===== src/rtl/tick_sched_pkg.sv =====
// Shared register map and default widths for the tick scheduler.
package tick_sched_pkg;
  localparam int ADDR_CTRL     = 0;
  localparam int ADDR_STATUS   = 1;
  localparam int ADDR_DIV_BASE = 2;
  localparam int CNT_W_DEF     = 24;
endpackage


===== src/rtl/tick_chan.sv =====
// One scheduler channel: counter, terminal-count compare, tick pulse and sclk toggle.
module tick_chan #(
  parameter int CNT_W = 24
) (
  input  logic             clk,
  input  logic             rst_n,
  input  logic             en,
  input  logic [CNT_W-1:0] div,
  input  logic             div_wr,
  output logic             fire,
  output logic             tick,
  output logic             sclk
);
  logic [CNT_W-1:0] cnt;

  // A DIV write in the matching cycle suppresses the fire.
  assign fire = en && (cnt == div) && !div_wr;

  always_ff @(posedge clk or negedge rst_n) begin
    if (!rst_n) begin
      cnt  <= '0;
      tick <= 1'b0;
      sclk <= 1'b0;
    end else begin
      tick <= fire;
      if (!en || div_wr || fire) cnt <= '0;
      else                       cnt <= cnt + CNT_W'(1);
      if (!en)       sclk <= 1'b0;
      else if (fire) sclk <= ~sclk;
    end
  end
endmodule


===== src/rtl/tick_sched.sv =====
// Multi-channel clock-enable scheduler with MMIO CTRL/STATUS/DIV registers.
module tick_sched
  import tick_sched_pkg::*;
#(
  parameter int CHANNELS    = 4,
  parameter int CNT_W       = CNT_W_DEF,
  parameter int DEFAULT_DIV = 100000
) (
  input  logic                clk,
  input  logic                rst_n,
  input  logic [3:0]          addr,
  input  logic [31:0]         wdata,
  input  logic                we,
  input  logic                re,
  output logic [31:0]         rdata,
  output logic [CHANNELS-1:0] tick,
  output logic [CHANNELS-1:0] sclk,
  output logic                irq
);
  logic [CHANNELS-1:0]            en, oneshot, status, fire, div_wr;
  logic [CHANNELS-1:0][CNT_W-1:0] div;
  logic                           ctrl_wr, stat_wr;
  logic [31:0]                    rd;

  assign ctrl_wr = we && (addr == 4'(ADDR_CTRL));
  assign stat_wr = we && (addr == 4'(ADDR_STATUS));

  generate
    if (CNT_W < 32) begin : g_unused
      logic unused_wdata;
      assign unused_wdata = ^wdata[31:CNT_W];
    end
  endgenerate

  genvar g;
  generate
    for (g = 0; g < CHANNELS; g++) begin : g_ch
      assign div_wr[g] = we && (addr == 4'(ADDR_DIV_BASE + g));
      tick_chan #(.CNT_W(CNT_W)) u_chan (
        .clk    (clk),
        .rst_n  (rst_n),
        .en     (en[g]),
        .div    (div[g]),
        .div_wr (div_wr[g]),
        .fire   (fire[g]),
        .tick   (tick[g]),
        .sclk   (sclk[g])
      );
    end
  endgenerate

  always_comb begin
    rd = '0;
    if (addr == 4'(ADDR_CTRL))   rd[2*CHANNELS-1:0] = {oneshot, en};
    if (addr == 4'(ADDR_STATUS)) rd[CHANNELS-1:0]   = status;
    for (int i = 0; i < CHANNELS; i++)
      if (addr == 4'(ADDR_DIV_BASE + i)) rd[CNT_W-1:0] = div[i];
  end

  always_ff @(posedge clk or negedge rst_n) begin
    if (!rst_n) begin
      en      <= '0;
      oneshot <= '0;
      status  <= '0;
      irq     <= 1'b0;
      rdata   <= '0;
      for (int i = 0; i < CHANNELS; i++) div[i] <= CNT_W'(DEFAULT_DIV);
    end else begin
      // Software CTRL writes override the one-shot auto-clear.
      if (ctrl_wr) begin
        en      <= wdata[CHANNELS-1:0];
        oneshot <= wdata[2*CHANNELS-1:CHANNELS];
      end else begin
        en <= en & ~(fire & oneshot);
      end
      status <= (status & ~(stat_wr ? wdata[CHANNELS-1:0] : '0)) | fire;
      irq    <= |status;
      for (int i = 0; i < CHANNELS; i++)
        if (div_wr[i]) div[i] <= wdata[CNT_W-1:0];
      if (re) rdata <= rd;
    end
  end
endmodule


===== config.mk =====
export PLATFORM = sky130hd
export DESIGN_NAME = tick_sched
export DESIGN_NICKNAME = d
export VERILOG_FILES = /design/src/rtl/tick_sched_pkg.sv /design/src/rtl/tick_chan.sv /design/src/rtl/tick_sched.sv
export SDC_FILE = /design/constraint.sdc
export NUM_CORES = 1
export LEC_CHECK = 0
export CAP_MARGIN = 20
export CORE_MARGIN = 2
export CORE_UTILIZATION = 27
export CTS_BUF_LIST = sky130_fd_sc_hd__clkbuf_8 sky130_fd_sc_hd__clkbuf_16
export DETAILED_ROUTE_END_ITERATION = 12
export SKIP_LAST_GASP = 1
export SYNTH_ARGS = -nofsm -noshare
export SYNTH_HDL_FRONTEND = slang
export SYNTH_SLANG_ARGS = --single-unit

===== constraint.sdc =====
create_clock -name clk -period 2.4 [get_ports clk]
set_input_delay 0.48 -clock clk [delete_from_list [all_inputs] [get_ports clk]]
set_output_delay 0.48 -clock clk [all_outputs]
set_load 0.005 [all_outputs]

==> impl_metrics.tcl <==
set metrics [dict create \
    status "completed" \
    pre_cts_ws_ns -0.08142 \
    grt_max_degree 108 \
    fmaxAchievable_mhz 443.7 \
    synth_area_um2 12010 \
    cts_num_sinks 237 \
    grt_setup_unrepaired "false" \
    place_area_um2 13600 \
    htree_num_levels 1 \
    grt_usage_pct 14.21 \
    synth_area_leaders "dfrtp_1, xor2_1, mux2_2, dfstp_2, nand2_1" \
    r2r_slack_ns 0.15 \
    wirelength_um 33200 \
    coreArea_um2 44030 \
    ff2ff_path_depth 6 \
    hold_class "in -> async" \
    clockBufferDepth 3 \
    seq_area_frac_synth_pct 49.65 \
    drtAntennaViolNets 0 \
    place.gp.congestion 0.8434 \
    yosysTopAreaCell "dfrtp_1" \
    drtIter0Drc 721 \
    dpl.hpwl_um 24530 \
    worst_skew_pair.late_latency_ns 0.54 \
    leakage_uw 0.006634 \
    startpoint_type "register" \
    finalCritPeriodShare_pct 93.90 \
    fin_ws_ns 0.1464 \
    cp_data_required_time_ns 2.78 \
    overflow 0 \
    ys.flop_type "dfrtp_1" \
    worst_setup_path_end_kind "register" \
    first_global_vias 8759 \
    path_clk_slew_ns 0.06 \
    final_area_um2 14530 \
    ys_warn_count 0 \
    p_per_area_nw_per_um2 760.7 \
    rr_startpoint "g_ch[2].u_chan.cnt[6]" \
    slew_viol_final 0 \
    cp_max_fo 12 \
    relSlewSlack_pct 51.51 \
    drv_cap 0 \
    cts_tree "yes" \
    drive_gt1_share_pct 17.99 \
    ys_async_sr_fraction_pct 100.0 \
    grt_antenna_before_repair 0 \
    r2r_end "g_ch[2].u_chan.cnt[16]" \
    skew_ns 0.01279 \
    dr.pass1.iters 7 \
    critical_path_class "reg -> reg" \
    regArea_um2 5961 \
    cts_buffers 27 \
    syn-mean-instance-area_um2 10.52 \
    antenna_cells 0 \
    hold_viol_final 0 \
    row_count 77 \
    worstPathArrival_ns 2.63 \
    root_buffer "clkbuf_16" \
    yosys.area.top_type_share_pct 44.39 \
    yosysUniqueCellTypes 57 \
    finalPower_uw 11060 \
    fill_cells 4460 \
    drc 0 \
    synthCells 1141 \
    wire_per_inst_um 18.02 \
    start_util_pct 27.27 \
    multi_input_area_um2 5612 \
    dieArea_um2 46170 \
    vdd_drop_max_v 0.0005426 \
    syn_to_final_growth_pct 21.04 \
    ys_ff_latch 237 \
    min_period_ns 2.254 \
    vias_per_cell 4.760 \
    setup_viol 0 \
    fp.dieW_um 214.9 \
    dieHeight_um 214.9 \
    worstMarginPinSlew_ns 0.7256 \
    io_pins 81 \
    synth_edf_count 0 \
    num_vias 8773 \
    grt_pass1_wl_um 51890 \
    port-buffer-count 64 \
    nets 1275 \
]
[how the worst max path moves through the flow]
stage / start / to / depth (start not counted)
final: g_ch[2].u_chan.cnt[6] / g_ch[2].u_chan.cnt[16] / 6
after global routing: div[65] / g_ch[2].u_chan.cnt[5] / 5
after CTS: g_ch[2].u_chan.cnt[6] / g_ch[2].u_chan.cnt[16] / 6
after detailed placement: g_ch[2].u_chan.cnt[9] / g_ch[2].u_chan.cnt[16] / 5
after global placement: addr[1] / g_ch[2].u_chan.cnt[11] / 7
after floorplan: addr[0] / div[0] / 5
[report_power, final]
part           switching [uW]  internal, uW  total (uW)
Sequential                588          4550        5140
Clock                    1640          2530        4170
Combinational             905           846        1750
Total                    3130          7920       11100
[through the flow]
step           utilization [%]  cells  hold WS, ns   TNS (ns)
2_1_floorplan                -   1148       0.1844          0
3_3_place_gp             30.88   1792       0.2894  -0.001224
3_5_place_dp             30.88   1792       0.2871     -1.373
4_1_cts                  33.01   1843       0.3214          0
5_1_grt                  33.01   1843       0.3321          0
6_report                 33.01   1843       0.3349          0
[flip-flops by register name (all words and copies together) (netlist names)]
name              cells
div                  96
en                    4
g_ch.u_chan.cnt      96
g_ch.u_chan.sclk      4
g_ch.u_chan.tick      4
irq                   1
oneshot               4
rdata                24
status                4
[worst max-delay path: stages (launching register included)]
cell	delay [ns]
dfrtp_1	0.42
xor2_1	0.21
nor4_1	0.25
buf_4	0.17
nand2_1	0.18
o311ai_4	0.73
nor2_1	0.12
[routing by layer]
layer	track usage [%]	share of wire (%)	vias up
met3	2.505	4.8	45
li1	-	-	4106
met2	23.29	47	194
met1	19.55	46	4428
met4	3.194	1.8	0
met5	0	0	-
[cells in the mapped netlist, drive strengths merged, types with 3 or more instances]
| master | count |
|---|---|
| and3 | 17 |
| nor4 | 27 |
| a21boi | 3 |
| o21ai | 39 |
| mux2i | 4 |
| nor2 | 107 |
| a222oi | 16 |
| o31ai | 5 |
| and2 | 7 |
| a31oi | 3 |
| and4 | 17 |
| a21o | 20 |
| nor3 | 11 |
| o211ai | 4 |
| nand4 | 27 |
| inv | 30 |
| nand2 | 141 |
| o22ai | 17 |
| mux2 | 76 |
| nand3 | 43 |
| dfrtp | 213 |
| a2111oi | 3 |
| ha | 4 |
| or4 | 4 |
| xor2 | 170 |
| nand2b | 3 |
| buf | 44 |
| o21bai | 3 |
| dfstp | 24 |
| xnor2 | 14 |
| clkbuf | 27 |
| a22oi | 4 |
[cell type report]
| class | count | share of cell area [%] |
|---|---|---|
| multi-input cells | 811 | 38.61 |
| inverters | 30 | 0.7749 |
| clock buffers | 33 | 5.217 |
| repair buffers | 124 | 8.300 |
| clock inverters | 16 | 0.9815 |
| well taps | 592 | 5.097 |
| flip-flops and latches | 237 | 41.02 |
[cells in the final DEF, fill, tap and decap left out, types with 20 or more instances in the layout]
| master | netlist | final |
|---|---|---|
| a21o_1 | 20 | 20 |
| buf_4 | 19 | 50 |
| clkbuf_16 | 0 | 27 |
| clkdlybuf4s50_1 | 0 | 62 |
| dfrtp_1 | 213 | 213 |
| dfstp_2 | 24 | 24 |
| inv_1 | 30 | 40 |
| mux2_2 | 70 | 70 |
| nand2_1 | 139 | 139 |
| nand3_1 | 41 | 41 |
| nand4_1 | 26 | 26 |
| nor2_1 | 107 | 107 |
| o21ai_0 | 38 | 38 |
| xor2_1 | 170 | 170 |
[cell families (layout without fill, tap and decap cells)]
logic type	count (synthesis)	in the layout	synth area share [%]
xor+xnor	184	184	13.42
other cells	1	8	0.03123
buf+inv	101	203	4.148
mux	81	81	7.649
flops	237	237	49.65
simple gates	412	412	17.54
compound gates	121	122	7.149
fa+ha+maj	4	4	0.4169
[timing repair]
item,4_1_cts,5_1_grt
buffers inserted,0,0
hold buffers,1,0
resized for setup,1,0
endpoints found under the hold margin,6,0
endpoints found under the setup margin,24,0
(Power assumes the default switching activity.)
